$ cat config.mk
export PLATFORM = sky130hd
export DESIGN_NAME = uart_cmd_assembler
export DESIGN_NICKNAME = d
export VERILOG_FILES = /design/src/rtl/uart_cmd_pkg.sv /design/src/rtl/uart_gap_timer.sv /design/src/rtl/uart_cmd_assembler.sv
export SDC_FILE = /design/constraint.sdc
export NUM_CORES = 1
export LEC_CHECK = 0
export BUFFER_PORTS_ARGS = -buffer_cell sky130_fd_sc_hd__clkbuf_2
export CORE_MARGIN = 3
export CORE_UTILIZATION = 35
export CTS_CLUSTER_SIZE = 12
export DETAILED_ROUTE_END_ITERATION = 8
export GPL_ROUTABILITY_DRIVEN = 0
export GPL_TIMING_DRIVEN = 0
export PLACE_DENSITY = 0.6
export SYNTH_ARGS = -nofsm -noshare
export SYNTH_HDL_FRONTEND = slang
export SYNTH_HIERARCHICAL = 1
export SYNTH_SLANG_ARGS = --single-unit
$ cat constraint.sdc
create_clock -name clk -period 2.3 [get_ports clk]
set_clock_uncertainty 0.1 [all_clocks]
set_input_delay 0.115 -clock clk [delete_from_list [all_inputs] [get_ports clk]]
set_output_delay 0.115 -clock clk [all_outputs]
set_load 0.01 [all_outputs]
$ cat src/rtl/uart_cmd_pkg.sv
// Shared types and constants for the UART command assembler.
// Optional feature macro: UART_CMD_CHKSUM_EN (3-byte frame with checksum byte).
package uart_cmd_pkg;

    typedef enum logic [1:0] {
        IDLE      = 2'd0,
        HI_GOT    = 2'd1,
        HI_LO_GOT = 2'd2
    } cmd_state_t;

    localparam int         CMD_W      = 16;
    localparam logic [7:0] CHK_TARGET = 8'h00;

    // Modulo-256 sum of the three frame bytes; a valid frame sums to CHK_TARGET.
    function automatic logic [7:0] chk_sum8(input logic [7:0] hi,
                                            input logic [7:0] lo,
                                            input logic [7:0] chk);
        return hi + lo + chk;
    endfunction

endpackage

$ cat src/rtl/uart_gap_timer.sv
// Inter-byte gap counter: cleared on demand, counts while enabled and
// flags expiry when it reaches TIMEOUT_CYC-1.
module uart_gap_timer #(
    parameter int TIMEOUT_CYC = 100000
) (
    input  logic clk,
    input  logic rst_n,
    input  logic clr,
    input  logic en,
    output logic expired
);

    localparam int               CNT_W    = $clog2(TIMEOUT_CYC + 1);
    localparam logic [CNT_W-1:0] LAST_CNT = CNT_W'(TIMEOUT_CYC - 1);
    localparam logic [CNT_W-1:0] ZERO_CNT = {CNT_W{1'b0}};
    localparam logic [CNT_W-1:0] ONE_CNT  = CNT_W'(1);

    logic [CNT_W-1:0] cnt_r;

    // Gap counter: clear wins, otherwise count up and saturate at the expiry value.
    always_ff @(posedge clk or negedge rst_n) begin
        if (!rst_n) begin
            cnt_r <= ZERO_CNT;
        end else if (clr) begin
            cnt_r <= ZERO_CNT;
        end else if (en && (cnt_r != LAST_CNT)) begin
            cnt_r <= cnt_r + ONE_CNT;
        end else begin
            cnt_r <= cnt_r;
        end
    end

    assign expired = (cnt_r == LAST_CNT);

endmodule

$ cat src/rtl/uart_cmd_assembler.sv
// Assembles bytes from a UART receiver into a 16-bit command word (high byte
// first) and hands it to the command processor with a ready/clear handshake.
// A partial frame is dropped if the gap between bytes exceeds TIMEOUT_CYC.
// Optional feature macro: UART_CMD_CHKSUM_EN adds a third checksum byte;
// frames whose bytes do not sum to CHK_TARGET are dropped with chk_err.
module uart_cmd_assembler
    import uart_cmd_pkg::*;
#(
    parameter int TIMEOUT_CYC = 100000
) (
    input  logic             clk,
    input  logic             rst_n,
    input  logic [7:0]       rx_data,
    input  logic             rx_rdy,
    output logic             rx_rdy_clr,
    output logic [CMD_W-1:0] cmd,
    output logic             cmd_rdy,
    input  logic             clr_cmd_rdy,
    output logic             timeout_err,
    output logic             overrun,
    output logic             chk_err
);

    cmd_state_t       state_r;
    cmd_state_t       state_nxt_s;
    logic [7:0]       hi_r;
    logic [7:0]       hi_nxt_s;
    logic [CMD_W-1:0] cmd_r;
    logic [CMD_W-1:0] cmd_word_s;
    logic [CMD_W-1:0] cmd_nxt_s;
    logic             cmd_rdy_r;
    logic             cmd_rdy_nxt_s;
    logic             rx_rdy_clr_r;
    logic             timeout_err_r;
    logic             timeout_nxt_s;
    logic             overrun_r;
    logic             overrun_nxt_s;
    logic             complete_s;
    logic             accept_s;
    logic             tmr_clr_s;
    logic             tmr_en_s;
    logic             tmr_expired_s;
`ifdef UART_CMD_CHKSUM_EN
    logic [7:0]       lo_r;
    logic [7:0]       lo_nxt_s;
    logic             chk_err_r;
    logic             chk_bad_s;
`endif

    // rx_rdy is ignored in the cycle rx_rdy_clr is high, giving the receiver
    // time to drop its level before it could be counted twice.
    assign accept_s = rx_rdy & ~rx_rdy_clr_r;

    // The gap timer only runs while a frame is partially received.
    assign tmr_en_s  = (state_r != IDLE);
    assign tmr_clr_s = accept_s | timeout_nxt_s | (state_r == IDLE);

    uart_gap_timer #(
        .TIMEOUT_CYC (TIMEOUT_CYC)
    ) u_gap_timer (
        .clk     (clk),
        .rst_n   (rst_n),
        .clr     (tmr_clr_s),
        .en      (tmr_en_s),
        .expired (tmr_expired_s)
    );

    // Next-state logic: byte sequencing, completion and timeout decisions.
    always_comb begin
        state_nxt_s   = state_r;
        hi_nxt_s      = hi_r;
        cmd_word_s    = cmd_r;
        complete_s    = 1'b0;
        timeout_nxt_s = 1'b0;
`ifdef UART_CMD_CHKSUM_EN
        lo_nxt_s      = lo_r;
        chk_bad_s     = 1'b0;
`endif
        case (state_r)
            IDLE: begin
                if (accept_s) begin
                    hi_nxt_s    = rx_data;
                    state_nxt_s = HI_GOT;
                end else begin
                    state_nxt_s = IDLE;
                end
            end
            HI_GOT: begin
                if (accept_s) begin
`ifdef UART_CMD_CHKSUM_EN
                    lo_nxt_s    = rx_data;
                    state_nxt_s = HI_LO_GOT;
`else
                    complete_s  = 1'b1;
                    cmd_word_s  = {hi_r, rx_data};
                    state_nxt_s = IDLE;
`endif
                end else if (tmr_expired_s) begin
                    timeout_nxt_s = 1'b1;
                    state_nxt_s   = IDLE;
                end else begin
                    state_nxt_s = HI_GOT;
                end
            end
`ifdef UART_CMD_CHKSUM_EN
            HI_LO_GOT: begin
                if (accept_s) begin
                    if (chk_sum8(hi_r, lo_r, rx_data) == CHK_TARGET) begin
                        complete_s = 1'b1;
                        cmd_word_s = {hi_r, lo_r};
                    end else begin
                        chk_bad_s = 1'b1;
                    end
                    state_nxt_s = IDLE;
                end else if (tmr_expired_s) begin
                    timeout_nxt_s = 1'b1;
                    state_nxt_s   = IDLE;
                end else begin
                    state_nxt_s = HI_LO_GOT;
                end
            end
`endif
            default: begin
                state_nxt_s = IDLE;
            end
        endcase
    end

    // Output-side next values: a completion beats a same-cycle clear, and
    // completing on top of an unread command flags an overrun.
    always_comb begin
        cmd_nxt_s     = cmd_r;
        cmd_rdy_nxt_s = cmd_rdy_r;
        overrun_nxt_s = 1'b0;
        if (complete_s) begin
            cmd_nxt_s     = cmd_word_s;
            cmd_rdy_nxt_s = 1'b1;
            overrun_nxt_s = cmd_rdy_r & ~clr_cmd_rdy;
        end else if (clr_cmd_rdy) begin
            cmd_rdy_nxt_s = 1'b0;
        end else begin
            cmd_rdy_nxt_s = cmd_rdy_r;
        end
    end

    // FSM state register.
    always_ff @(posedge clk or negedge rst_n) begin
        if (!rst_n) begin
            state_r <= IDLE;
        end else begin
            state_r <= state_nxt_s;
        end
    end

    // Byte holding registers and registered handshake/status outputs.
    always_ff @(posedge clk or negedge rst_n) begin
        if (!rst_n) begin
            hi_r          <= 8'h00;
            cmd_r         <= {CMD_W{1'b0}};
            cmd_rdy_r     <= 1'b0;
            rx_rdy_clr_r  <= 1'b0;
            timeout_err_r <= 1'b0;
            overrun_r     <= 1'b0;
        end else begin
            hi_r          <= hi_nxt_s;
            cmd_r         <= cmd_nxt_s;
            cmd_rdy_r     <= cmd_rdy_nxt_s;
            rx_rdy_clr_r  <= accept_s;
            timeout_err_r <= timeout_nxt_s;
            overrun_r     <= overrun_nxt_s;
        end
    end

`ifdef UART_CMD_CHKSUM_EN
    // Low byte holding register and checksum error pulse.
    always_ff @(posedge clk or negedge rst_n) begin
        if (!rst_n) begin
            lo_r      <= 8'h00;
            chk_err_r <= 1'b0;
        end else begin
            lo_r      <= lo_nxt_s;
            chk_err_r <= chk_bad_s;
        end
    end

    assign chk_err = chk_err_r;
`else
    assign chk_err = 1'b0;
`endif

    assign rx_rdy_clr  = rx_rdy_clr_r;
    assign cmd         = cmd_r;
    assign cmd_rdy     = cmd_rdy_r;
    assign timeout_err = timeout_err_r;
    assign overrun     = overrun_r;

endmodule
==> implementation parameters, run 1 <==
Parameter                              Value

Clocking
  H-tree level count ... 2
  Root cell of the clock tree ... sky130_fd_sc_hd__clkbuf_8
  Worst-Skew Late Latency ... approximately 300 ps
  Total CTS buffers ... 5
  Clock edge transition at the registers on the reported setup and hold paths ... around 80 ps
  Clock buffer depth ... 2
  Number of clock sinks ... 46
  Clock tree from TritonCTS ... done

Yosys
  Number of nets produced by synthesis ... 179
  Unique cell type count in the Yosys netlist ... 36
  Cells after Synth ... between 150 and 200
  Synthesized-area fraction occupied by adder cells ... less than 1%
  Area share of and/or/nand/nor cells after synthesis ... between 10% and 20%
  Synthesized-area fraction occupied by ao, oa, aoi and oai cells ... approximately 5%
  Ys Warns ... 6
  Share of synthesized area occupied by flip-flops and latches ... a little under three fifths
  Post-synthesis register bit count ... between 40 and 50
  Syn Std Cell Area ... ~2100 um2
  Mux cell area share after synthesis ... 15.81%
  Largest family of logic cells by synthesized area ... simple AND/OR/NAND/NOR gates
  Post-Synthesis Mean Instance Area ... 12.53 um2
  Synth Area in XOR/XNOR ... 2.526%

Timing
  Final max-slew violation count ... 0
  Final count of hold timing violations ... 0
  Aggregate negative setup slack ... 0 ps
  Number of setup violations in the final report ... 0
  Maximum operating frequency ... around 470 MHz
  Unrepaired setup endpoints after global routing ... false
  Max-slew headroom at the worst pin ... 27.30%
  Slew @ Worst Pin ... 1090 ps
  Period Utilization, post-route ... approximately 93%
  Period minus WS final ... 2148 ps

Power
  Total power divided by cell area ... 856.9 nW/um2
  Leakage ... 0.001169 uW
  Peak VDD IR ... ~0.00046 V

Floorplan
  Cell row count ... 27
  Die Footprint ... about 6900 um2
  Width of the die ... just over 80 um
  Height of the die ... ~83 um
  Starting utilization of the core area ... between 30% and 40%
  Io pins ... 33
  Core area ... approximately 5600 um2

Route
  Wirelength, routed ... approximately 3700 um
  Antenna-violating nets left ... 0
  Average via count per standard cell ... approximately 5
  Total via count in the routed design ... 1409
  Per-cell routed wire length ... 13.00 um
  Number of design-rule violations left by the first detailed-router iteration ... slightly above 60
  Drc violations ... 0
  Detailed-router iteration count before antenna repair ... 4

Run
  Number of max-cap violations ... 0

Worst setup path
  CP arrival ... between 2000 and 2500 ps
  Sequence of cells on the critical path ... or4b_1, nor4_4, nor2b_1, nand2_2, nor2b_1, mux2_4
  Required time reported for the critical path endpoint ... around 2400 ps
  Startpoint of the lowest-slack register-to-register path ... u_gap_timer/cnt_r[13]$_DFFE_PN0P_
  Standard cell with the maximum stage delay on the critical path ... sky130_fd_sc_hd__or4b_1
  Critical path's most frequent cell ... sky130_fd_sc_hd__nor2b_1
  Startpoint class of the critical path ... flip-flop
  Worst setup path startpoint ... u_gap_timer/cnt_r[13]$_DFFE_PN0P_
  Maximum fanout along the worst path ... 10
  Sort of element at the end of the critical path ... flip-flop
  Worst Setup Path Type ... flip-flop to flip-flop
  Crit path largest cell delay ... roughly 620 ps

Placement
  Placed cells ... roughly 270
  Count of buffers inserted at the top-level ports ... 31
  Placed wire-length estimate after detailed placement ... between 2000 and 3000 um

Hold path
  HP Class ... primary input to flip-flop
  Hold path start ... rx_rdy

Finish
  Layout-stage area growth over the synthesis result ... 22.19%
  Share of layout cells above drive strength 1 ... between 30% and 40%
  Nets@finish ... approximately 230
  Number of diodes ... 0
  Most frequent standard cell in the layout excluding fill and tap cells ... sky130_fd_sc_hd__dfrtp_1
  Non-filler cells in the finished layout ... 286
  Commonest cells after routing, fill and taps aside ... sky130_fd_sc_hd__dfrtp_1, sky130_fd_sc_hd__clkbuf_2, sky130_fd_sc_hd__mux2_2

Global route
  Number of global-route vias before repair ... around 1400
  Global-route wire length before repair ... 6775 um
  Met3 track demand over resource ... 2.679%
  Global-route met1 utilization ... 16.13%
  Total congestion overflow ... 0
  Global routing met2 resource utilization ... 18.00%
  Antenna violations before repair ... 0
  Peak-usage layer in the global routing report ... met2
  All-Layer GR Usage ... between 10% and 20%
  Largest net degree at the start of global routing ... between 40 and 50

Outcome
  Status ... finished, final reports clean
==> synthesized netlist by cell type, drive strengths merged <==
| library cell | count | area share (%) |
|---|---|---|
| nor3b | 1 | 0.90 |
| mux2i | 1 | 0.48 |
| ha | 1 | 0.60 |
| a21oi | 9 | 2.2 |
| nor4b | 1 | 0.42 |
| conb | 1 | 0.18 |
| nor4 | 3 | 1.6 |
| nand3 | 3 | 0.72 |
| or4b | 2 | 1.1 |
| nand3b | 1 | 0.96 |
| nand2b | 2 | 0.60 |
| xnor2 | 3 | 1.3 |
| nor3 | 1 | 0.24 |
| nor2b | 3 | 1.0 |
| nand4 | 8 | 2.4 |
| nand4b | 2 | 0.84 |
| o21ai | 10 | 2.4 |
| nand2 | 7 | 1.3 |
| or3 | 9 | 2.7 |
| clkbuf | 3 | 0.54 |
| and3 | 5 | 1.5 |
| and4 | 1 | 0.42 |
| nor2 | 7 | 1.3 |
| or2b | 1 | 0.36 |
| mux2 | 25 | 15 |
| inv | 3 | 0.54 |
| dfrtp | 46 | 55 |
| buf | 3 | 1.1 |
| xor2 | 3 | 1.3 |
| a21o | 1 | 0.42 |
==> cells by family after synthesis <==
logic type / Yosys count
AND/OR/NAND/NOR: 57
flip-flops: 46
multiplexers: 26
AO/OA/AOI/OAI: 20
buffers and inverters: 9
XOR/XNOR: 6
adder cells (fa/ha/maj): 1
other: 1
==> layer usage <==
layer / vias to the layer above / part of all wire [%]
met4: 0 / 2.4
met2: 36 / 44
met1: 676 / 49
met3: 6 / 4.1
li1: 691 / -
met5: - / 0
==> flip-flops by register name, indices dropped and copies added, names as in the netlist <==
signal / cells
cmd: 16
cmd_rdy: 1
hi_r: 8
overrun: 1
rx_rdy_clr: 1
state_r: 1
timeout_err: 1
u_gap_timer/cnt_r: 17
==> worst paths after layout <==
kind	slack, ps	endpoint	cells after the start
min	170	rx_rdy_clr$_DFF_PN0_	3
max in group asynchronous	980	u_gap_timer/cnt_r[4]$_DFFE_PN0P_	2
min reg2reg	410	cmd[13]$_DFFE_PN0P_	1
min in group asynchronous	450	u_gap_timer/cnt_r[15]$_DFFE_PN0P_	2
max	150	u_gap_timer/cnt_r[0]$_DFFE_PN0P_	6
max reg2reg	150	u_gap_timer/cnt_r[0]$_DFFE_PN0P_	6
==> cell type report <==
| cell class | instances | area (um2) |
|---|---|---|
| fill | 524 | 3099 |
| sequential | 46 | 1151 |
| multi-input combinational | 111 | 902.1 |
| timing repair buffer | 41 | 255.2 |
| tap | 72 | 90.09 |
| clock buffer | 6 | 82.58 |
| buffer | 5 | 33.78 |
| clock inverter | 2 | 16.27 |
| inverter | 3 | 11.26 |
==> worst max-delay path: cells and delay by family (launching register included) <==
family / cells / cell delay (ps)
AND/OR/NAND/NOR: 5 / 1250
multiplexers: 1 / 260
flip-flops: 1 / 430
==> stage by stage <==
| step | hold slack, ps | power, uW | area (um2) | util (%) | setup WS, ps |
|---|---|---|---|---|---|
| after floorplan | -280.6 | 1450 | 2081 | - | 55.67 |
| after global placement | 197.1 | 1659 | 2326 | 41.23 | -416.8 |
| after detailed placement | 203.4 | 1677 | 2326 | 41.23 | -383.9 |
| after CTS | 160.5 | 2221 | 2531 | 44.87 | 101.4 |
| after global routing | 190.8 | 2326 | 2542 | 45.07 | 22.41 |
| final | 165.9 | 2179 | 2542 | 45.07 | 152.2 |
==> where the power goes <==
group          total (uW)  switching [uW]  internal (uW)
Clock                 518             271            247
Sequential           1100             107            992
Combinational         562             241            321
Total                2180             619           1560
==> repair_timing <==
| action | CTS | global route |
|---|---|---|
| gates cloned | 0 | 0 |
| hold endpoints to repair | 64 | 0 |
| hold buffers | 10 | 0 |
| resized for setup | 3 | 2 |
| endpoints found under the setup margin | 12 | 11 |
| setup buffers | 0 | 0 |
Note: power is estimated with default switching activity, not from simulation.
==> run 2, diff against run 1 <==
==> constraint.sdc (replaced) <==
create_clock -name clk -period 2.3 [get_ports clk]
set_clock_uncertainty 0.1 [all_clocks]
set_input_delay 0.46 -clock clk [delete_from_list [all_inputs] [get_ports clk]]
set_output_delay 0.46 -clock clk [all_outputs]
set_load 0.01 [all_outputs]
==> run 2 against run 1 <==
Net effect: final cell count down 3.5%; critical path type unchanged; flip-flop and latch count is the same; critical path depth unchanged; clock power about the same; sequential power is essentially flat; combinational power is 2% lower; global-route usage decreased by 0.23 points; first-iteration DRC count fell by 3.2%; via count is 2.7% lower; register-to-register slack about the same; non-clock buffer count decreased by 10; final area is 3.9% lower.
==> implementation parameters, run 2 (synthesized netlist as in run 1, its figures left out) <==
Parameter                              Value

Outcome
  Status ... finished, final reports clean (unchanged)

Worst setup path
  Worst Setup Path Type ... flip-flop to flip-flop (unchanged)
  Maximum fanout along the worst path ... 10 (unchanged)
  Startpoint of the lowest-slack register-to-register path ... u_gap_timer/cnt_r[13]$_DFFE_PN0P_ (unchanged)
  Startpoint class of the critical path ... flip-flop (unchanged)
  Sort of element at the end of the critical path ... flip-flop (unchanged)
  Number of cells traversed by the worst register-to-register path ... 6 (unchanged)
  Worst-case register-to-register setup slack ... 140 ps (was 150 ps)
  Reg2reg end ... u_gap_timer/cnt_r[0]$_DFFE_PN0P_ (unchanged)
  CP arrival ... 2240 ps (was 2230 ps)
  Required time reported for the critical path endpoint ... 2390 ps (about the same)

Power
  Relative contribution of sequential cells to total power ... 50.7% (was 50.4%)
  Peak VDD IR ... 0.0004592 V (was 0.0004626 V)
  Clock network power share ... 23.9% (was 23.8%)
  Combinational power share ... 25.4% (was 25.8%)
  Total power divided by cell area ... 886.2 nW/um2 (was 856.9 nW/um2)
  Fraction of power spent switching nets ... 28.44% (was 28.40%)
  Switching power ... 615.7 uW (was 618.7 uW)
  Leakage ... 0.001127 uW (was 0.001169 uW)
  Pint ... 1549 uW (was 1560 uW)

Clocking
  Number of clock sinks ... 46 (unchanged)
  Total CTS buffers ... 5 (unchanged)
  Clock edge transition at the registers on the reported setup and hold paths ... 90 ps (was 80 ps)
  Root cell of the clock tree ... sky130_fd_sc_hd__clkbuf_8 (unchanged)
  H-tree level count ... 2 (unchanged)
  Number of post-CTS setup repair buffers ... 0 (unchanged)
  Hold-fix buffers at CTS ... 0 (was 10)
  Worst-Skew Late Latency ... 300 ps (about the same)
  Cells resized by post-CTS repair ... 3 (unchanged)
  Clock tree from TritonCTS ... done (unchanged)
  Clock buffer depth ... 2 (unchanged)

Hold path
  Hold Crit Depth ... 2 (was 3)
  Hold path start ... clr_cmd_rdy (was rx_rdy)
  HP Class ... primary input to flip-flop (unchanged)
  Hold path endpoint ... overrun$_DFF_PN0_ (was rx_rdy_clr$_DFF_PN0_)

Timing
  Max-slew headroom at the worst pin ... 26.99% (was 27.30%)
  Final count of hold timing violations ... 0 (unchanged)
  Final max-slew violation count ... 0 (unchanged)
  Unrepaired setup endpoints after global routing ... false (unchanged)
  Maximum operating frequency ... 463.8 MHz (was 465.6 MHz)
  Worst-case hold slack ... 238.0 ps (was 165.9 ps)
  Period Utilization, post-route ... 93.75% (was 93.38%)
  Period minus WS final ... 2156 ps (was 2148 ps)
  Aggregate negative setup slack ... 0 ps (unchanged)
  Slew @ Worst Pin ... 1095 ps (was 1090 ps)
  Number of setup violations in the final report ... 0 (unchanged)

Finish
  Fillers ... 533 (was 524)
  Number of diodes ... 0 (unchanged)
  Most flops, register ... u_gap_timer/cnt_r (unchanged)
  Register cell area after layout ... 1151 um2 (unchanged)
  Nets@finish ... 216 (was 226)
  Layout-stage area growth over the synthesis result ... 17.38% (was 22.19%)
  Commonest cells after routing, fill and taps aside ... sky130_fd_sc_hd__dfrtp_1, sky130_fd_sc_hd__clkbuf_2, sky130_fd_sc_hd__mux2_2 (unchanged)
  Most frequent standard cell in the layout excluding fill and tap cells ... sky130_fd_sc_hd__dfrtp_1 (unchanged)
  Multi-input logic area ... 902.1 um2 (unchanged)
  Max FFs per register ... 17 (unchanged)
  Share of layout cells above drive strength 1 ... 36.76% (was 35.05%)

Route
  Average via count per standard cell ... 4.967 (was 4.927)
  Wire length on met3 ... 156 um (was 152 um)
  Antenna-violating nets left ... 0 (unchanged)
  Total via count in the routed design ... 1371 (was 1409)
  Total routed wire length on the met1 layer ... 1820 um (was 1829 um)
  Drc violations ... 0 (unchanged)
  Wirelength, routed ... 3673 um (was 3718 um)
  Routed length on met2 ... 1606 um (was 1646 um)
  Detailed-router iteration count before antenna repair ... 4 (unchanged)
  Per-cell routed wire length ... 13.31 um (was 13.00 um)
  Top layer in use ... met4 (unchanged)
  Number of design-rule violations left by the first detailed-router iteration ... 60 (was 62)

Floorplan
  Core area ... 5642 um2 (unchanged)
  Io pins ... 33 (unchanged)
  Die Footprint ... 6906 um2 (unchanged)
  Width of the die ... 83.11 um (unchanged)
  Cell row count ... 27 (unchanged)
  Starting utilization of the core area ... 36.88% (unchanged)
  Height of the die ... 83.11 um (unchanged)

Global route
  Number of global-route vias before repair ... 1360 (was 1408)
  Antenna violations before repair ... 0 (unchanged)
  Largest net degree at the start of global routing ... 47 (unchanged)
  Global-route wire length before repair ... 6637 um (was 6775 um)
  Total congestion overflow ... 0 (unchanged)
  All-Layer GR Usage ... 11.76% (was 11.99%)

Run
  Number of max-cap violations ... 0 (unchanged)

Placement
  Placed wire-length estimate after detailed placement ... 2629 um (unchanged)
  Count of buffers inserted at the top-level ports ... 31 (unchanged)
[run 2: cell count changes in the layout (fill, tap and decap cells not counted)]
cell                            previous run  this run
sky130_fd_sc_hd__dlygate4sd3_1            10         0
[run 2: area by class of cell]
type | instances | area share (%)
clock buffers | 6 | 3.381
flip-flops and latches | 46 | 47.13
repair buffers | 31 | 6.352
multi-input cells | 111 | 36.94
well taps | 72 | 3.689
inverters | 3 | 0.4611
clock inverters | 2 | 0.6660
plain buffers | 5 | 1.383
[run 2: how the worst max path moves through the flow]
stage / depth (start not counted) / end / from / slack [ps]
2_1_floorplan: 7 / u_gap_timer/cnt_r[10]$_DFFE_PN0P_ / u_gap_timer/cnt_r[12]$_DFFE_PN0P_ / 60
3_3_place_gp: 7 / u_gap_timer/cnt_r[12]$_DFFE_PN0P_ / u_gap_timer/cnt_r[8]$_DFFE_PN0P_ / -420
3_5_place_dp: 7 / u_gap_timer/cnt_r[9]$_DFFE_PN0P_ / u_gap_timer/cnt_r[8]$_DFFE_PN0P_ / -380
4_1_cts: 6 / u_gap_timer/cnt_r[11]$_DFFE_PN0P_ / u_gap_timer/cnt_r[13]$_DFFE_PN0P_ / 100
5_1_grt: 6 / u_gap_timer/cnt_r[0]$_DFFE_PN0P_ / u_gap_timer/cnt_r[13]$_DFFE_PN0P_ / 20
6_report: 6 / u_gap_timer/cnt_r[0]$_DFFE_PN0P_ / u_gap_timer/cnt_r[13]$_DFFE_PN0P_ / 140
[run 2: critical path, cell delays in order, from the launching register on]
cell and delay, ps:
sky130_fd_sc_hd__dfrtp_1 440, sky130_fd_sc_hd__or4b_1 630, sky130_fd_sc_hd__nor4_4 270, sky130_fd_sc_hd__nor2b_1 110, sky130_fd_sc_hd__nand2_2 180, sky130_fd_sc_hd__nor2b_1 70, sky130_fd_sc_hd__mux2_4 260
[run 2: power groups by stage]
stage               logic (uW)  registers (uW)  clock network [uW]
global route               595            1130                 587
detailed placement         560            1120                   0
finish                     549            1100                 518
global placement           548            1110                   0
floorplan                  289            1160                   0
CTS                        562            1100                 544
[run 2: layer usage]
metal	global-route usage, %	up-vias
met3	2.679	6
met1	16.07	655
met2	17.27	38
li1	-	672
met5	0	-
met4	6.241	0
[run 2: stage by stage]
| stage | total power [uW] | setup WS, ps | std cells | util (%) | instance area [um2] |
|---|---|---|---|---|---|
| floorplan | 1450 | 55.67 | 166 | - | 2081 |
| global placement | 1659 | -416.8 | 269 | 41.23 | 2326 |
| detailed placement | 1677 | -383.9 | 269 | 41.23 | 2326 |
| CTS | 2208 | 101.4 | 276 | 43.09 | 2431 |
| global route | 2312 | 22.41 | 276 | 43.29 | 2442 |
| finish | 2165 | 143.7 | 276 | 43.29 | 2442 |
==> run 3, diff against run 2 <==
BUFFER_PORTS_ARGS = -buffer_cell sky130_fd_sc_hd__buf_2   (was -buffer_cell sky130_fd_sc_hd__clkbuf_2)
SYNTH_HIERARCHICAL = unset   (was 1)
==> run 3 against run 2 <==
Net effect: clock power increased by 20%; fmax increased by 8.7%; worst hold slack got worse by 6.4 ps; sequential share of layout area increased by 3.6 points; critical path depth unchanged; routed wire length decreased by 7.6%; count of clock-buffer cells in the layout decreased by 1; via count decreased by 9.4%; flip-flop and latch count unchanged; final area decreased by 7.1%.
==> implementation parameters, run 3 <==
Parameter                              Value

Yosys
  Cell type contributing the most total cell area after synthesis ... sky130_fd_sc_hd__dfrtp_1 (unchanged)
  Largest cells by area after synthesis ... sky130_fd_sc_hd__dfrtp_1, sky130_fd_sc_hd__mux2_2, sky130_fd_sc_hd__xnor2_1, sky130_fd_sc_hd__nor2_1, sky130_fd_sc_hd__xor2_1 (was sky130_fd_sc_hd__dfrtp_1, sky130_fd_sc_hd__mux2_2, sky130_fd_sc_hd__mux2_4, sky130_fd_sc_hd__or3_1, sky130_fd_sc_hd__nand4_1)
  Unique cell type count in the Yosys netlist ... 27 (was 36)
  Ys Warns ... 0 (was 6)
  Syn Std Cell Area ... 1911 um2 (was 2081 um2)
  Number of nets produced by synthesis ... 166 (was 179)
  Post-synthesis register bit count ... 46 (unchanged)
  Cells after Synth ... 153 (was 166)
  Most common library cells after synthesis ... sky130_fd_sc_hd__dfrtp_1, sky130_fd_sc_hd__mux2_2, sky130_fd_sc_hd__nor2_1, sky130_fd_sc_hd__xnor2_1, sky130_fd_sc_hd__nand2_1 (was sky130_fd_sc_hd__dfrtp_1, sky130_fd_sc_hd__mux2_2, sky130_fd_sc_hd__mux2_4, sky130_fd_sc_hd__o21ai_0)
  Library cell with the highest instance count after synthesis ... sky130_fd_sc_hd__dfrtp_1 (unchanged)
  Share of synthesized area occupied by flip-flops and latches ... 60.25% (was 55.32%)
  Top cell type's share of synthesized area ... 60.25% (was 55.32%)
  Synth async-reset ratio ... 100.0% (unchanged)
  Number of enable flip-flop cells after synthesis ... 0 (unchanged)
  Post-Synthesis Mean Instance Area ... 12.49 um2 (was 12.53 um2)
  Commonest register cell after synthesis ... sky130_fd_sc_hd__dfrtp_1 (unchanged)

Finish
  Max FFs per register ... 17 (unchanged)
  Commonest cells after routing, fill and taps aside ... sky130_fd_sc_hd__dfrtp_1, sky130_fd_sc_hd__buf_2, sky130_fd_sc_hd__mux2_2 (was sky130_fd_sc_hd__dfrtp_1, sky130_fd_sc_hd__clkbuf_2, sky130_fd_sc_hd__mux2_2)
  Layout-stage area growth over the synthesis result ... 18.80% (was 17.38%)
  Non-filler cells in the finished layout ... 262 (was 276)
  Most flops, register ... u_gap_timer.cnt_r (was u_gap_timer/cnt_r)
  Final core utilization ... 43.61% (was 43.29%)
  Number of diodes ... 0 (unchanged)
  Share of layout cells above drive strength 1 ... 35.42% (was 36.76%)
  Most frequent standard cell in the layout excluding fill and tap cells ... sky130_fd_sc_hd__dfrtp_1 (unchanged)
  Nets@finish ... 204 (was 216)

Timing
  Aggregate negative setup slack ... 0 ps (unchanged)
  Unrepaired setup endpoints after global routing ... false (unchanged)
  Number of setup violations in the final report ... 0 (unchanged)
  Maximum operating frequency ... 504.0 MHz (was 463.8 MHz)
  Max-slew headroom at the worst pin ... 32.17% (was 26.99%)
  Period minus WS final ... 1984 ps (was 2156 ps)
  Final count of hold timing violations ... 0 (unchanged)
  Period Utilization, post-route ... 86.27% (was 93.75%)
  Final max-slew violation count ... 0 (unchanged)
  Slew @ Worst Pin ... 1017 ps (was 1095 ps)

Placement
  Placed cells ... 254 (was 269)
  Count of buffers inserted at the top-level ports ... 31 (unchanged)
  Placed wire-length estimate after detailed placement ... 2316 um (was 2629 um)

Floorplan
  Starting utilization of the core area ... 36.71% (was 36.88%)
  Width of the die ... 79.89 um (was 83.11 um)
  Height of the die ... 79.89 um (was 83.11 um)
  Cell row count ... 26 (was 27)
  Core area ... 5205 um2 (was 5642 um2)
  Io pins ... 33 (unchanged)
  Die Footprint ... 6382 um2 (was 6906 um2)

Worst setup path
  CP arrival ... 2060 ps (was 2240 ps)
  Worst Setup Path Type ... flip-flop to flip-flop (unchanged)
  Maximum fanout along the worst path ... 10 (unchanged)
  Startpoint class of the critical path ... flip-flop (unchanged)
  Sort of element at the end of the critical path ... flip-flop (unchanged)
  Required time reported for the critical path endpoint ... 2370 ps (was 2390 ps)

Global route
  Largest net degree at the start of global routing ... 47 (unchanged)
  All-Layer GR Usage ... 11.77% (was 11.76%)
  Global-route wire length before repair ... 5975 um (was 6637 um)
  Antenna violations before repair ... 0 (unchanged)
  Number of global-route vias before repair ... 1224 (was 1360)
  Total congestion overflow ... 0 (unchanged)

Clocking
  Worst-Skew Late Latency ... 300 ps (about the same)
  Clock buffer depth ... 2 (unchanged)
  Clock edge transition at the registers on the reported setup and hold paths ... 90 ps (about the same)
  Cells resized by post-CTS repair ... 0 (was 3)
  Total CTS buffers ... 5 (unchanged)
  H-tree level count ... 2 (unchanged)
  Root cell of the clock tree ... sky130_fd_sc_hd__clkbuf_8 (unchanged)
  Clock tree from TritonCTS ... done (unchanged)
  Number of post-CTS setup repair buffers ... 0 (unchanged)
  Hold-fix buffers at CTS ... 0 (unchanged)
  Number of clock sinks ... 46 (unchanged)

Route
  Number of design-rule violations left by the first detailed-router iteration ... 106 (was 60)
  Per-cell routed wire length ... 12.95 um (was 13.31 um)
  Antenna-violating nets left ... 0 (unchanged)
  Drc violations ... 0 (unchanged)
  Total via count in the routed design ... 1242 (was 1371)
  Wirelength, routed ... 3394 um (was 3673 um)
  Detailed-router iteration count before antenna repair ... 4 (unchanged)
  Average via count per standard cell ... 4.740 (was 4.967)

Power
  Total power divided by cell area ... 956.4 nW/um2 (was 886.2 nW/um2)
  Leakage ... 0.001004 uW (was 0.001127 uW)
  Peak VDD IR ... 0.0005555 V (was 0.0004592 V)

Run
  Number of max-cap violations ... 0 (unchanged)

Outcome
  Status ... finished, final reports clean (unchanged)

Hold path
  HP Class ... primary input to async pin (was primary input to flip-flop)
## run 3: cell types whose count changed after synthesis, moves of 3 or more
| cell | before | now |
|---|---|---|
| sky130_fd_sc_hd__or3_1 | 9 | 0 |
| sky130_fd_sc_hd__nand3_1 | 3 | 6 |
| sky130_fd_sc_hd__and3_1 | 5 | 0 |
| sky130_fd_sc_hd__nand4_1 | 8 | 5 |
| sky130_fd_sc_hd__nor3_1 | 1 | 5 |
| sky130_fd_sc_hd__a21oi_1 | 9 | 1 |
| sky130_fd_sc_hd__nor2_1 | 7 | 20 |
| sky130_fd_sc_hd__o21ai_0 | 10 | 1 |
| sky130_fd_sc_hd__mux2_4 | 10 | 0 |
| sky130_fd_sc_hd__mux2_2 | 15 | 24 |
| sky130_fd_sc_hd__xnor2_1 | 3 | 10 |
## run 3: logic make-up (layout without fill, tap and decap cells)
family          after synthesis  count (layout)  share of synthesized area (%)
xor+xnor                     14              14                          6.417
mux                          24              24                          14.15
compound gates                3               3                         0.9165
simple gates                 57              57                          15.72
buf+inv                       7              46                          1.702
flops                        46              46                          60.25
other cells                   1               1                         0.1963
fa+ha+maj                     1               1                         0.6548
## run 3: path summary, 6_finish.rpt
kind,end,startpoint,cells past startpoint,slack [ps]
worst max register to register,u_gap_timer.cnt_r[16]$_DFFE_PN0P_,u_gap_timer.cnt_r[0]$_DFFE_PN0P_,6,320
min in group clk,cmd[3]$_DFFE_PN0P_,rx_data[3],2,300
worst min-delay path,u_gap_timer.cnt_r[5]$_DFFE_PN0P_,rst_n,1,230
worst min register to register,u_gap_timer.cnt_r[0]$_DFFE_PN0P_,u_gap_timer.cnt_r[0]$_DFFE_PN0P_,1,400
worst max-delay path,u_gap_timer.cnt_r[16]$_DFFE_PN0P_,u_gap_timer.cnt_r[0]$_DFFE_PN0P_,6,320
max in group asynchronous,cmd[14]$_DFFE_PN0P_,rst_n,1,1250
## run 3: stage by stage
stage	setup WS (ps)	power, uW	hold WS [ps]	cell area [um2]
2_1_floorplan	608.2	1365	64.41	1911
3_3_place_gp	242.8	1563	379.5	2153
3_5_place_dp	180.9	1575	382.9	2153
4_1_cts	314.0	2208	253.8	2270
5_1_grt	81.24	2298	283.0	2270
6_report	315.8	2171	231.5	2270
## run 3: layout make-up
class	instances	area, um2
Fill cell	519	2935
Buffer	4	21.27
Inverter	3	11.26
Clock buffer	5	68.82
Timing Repair Buffer	31	155.1
Tap cell	70	87.58
Sequential cell	46	1151
Multi-Input combinational cell	100	726.9
Clock inverter	3	47.55
## run 3: layer usage
layer | global-route usage (%) | share of wire (%)
met3 | 4.289 | 6.1
met1 | 16.91 | 50
met5 | 0 | 0
met4 | 3.716 | 1.2
met2 | 16.39 | 43
## run 3: power breakdown
part	leakage [uW]	internal [uW]	switching, uW
Sequential	0.000584	993	87.8
Combinational	0.000361	243	226
Clock	0.0000591	332	289
Total	0.00100	1570	603
## run 3: critical path, cell delays in order (launching register included)
cell                       delay (ps)
sky130_fd_sc_hd__dfrtp_1          400
sky130_fd_sc_hd__ha_1             250
sky130_fd_sc_hd__and4_1           260
sky130_fd_sc_hd__nand4_1          140
sky130_fd_sc_hd__nand3_2          200
sky130_fd_sc_hd__clkbuf_1         400
sky130_fd_sc_hd__nor2_1           100
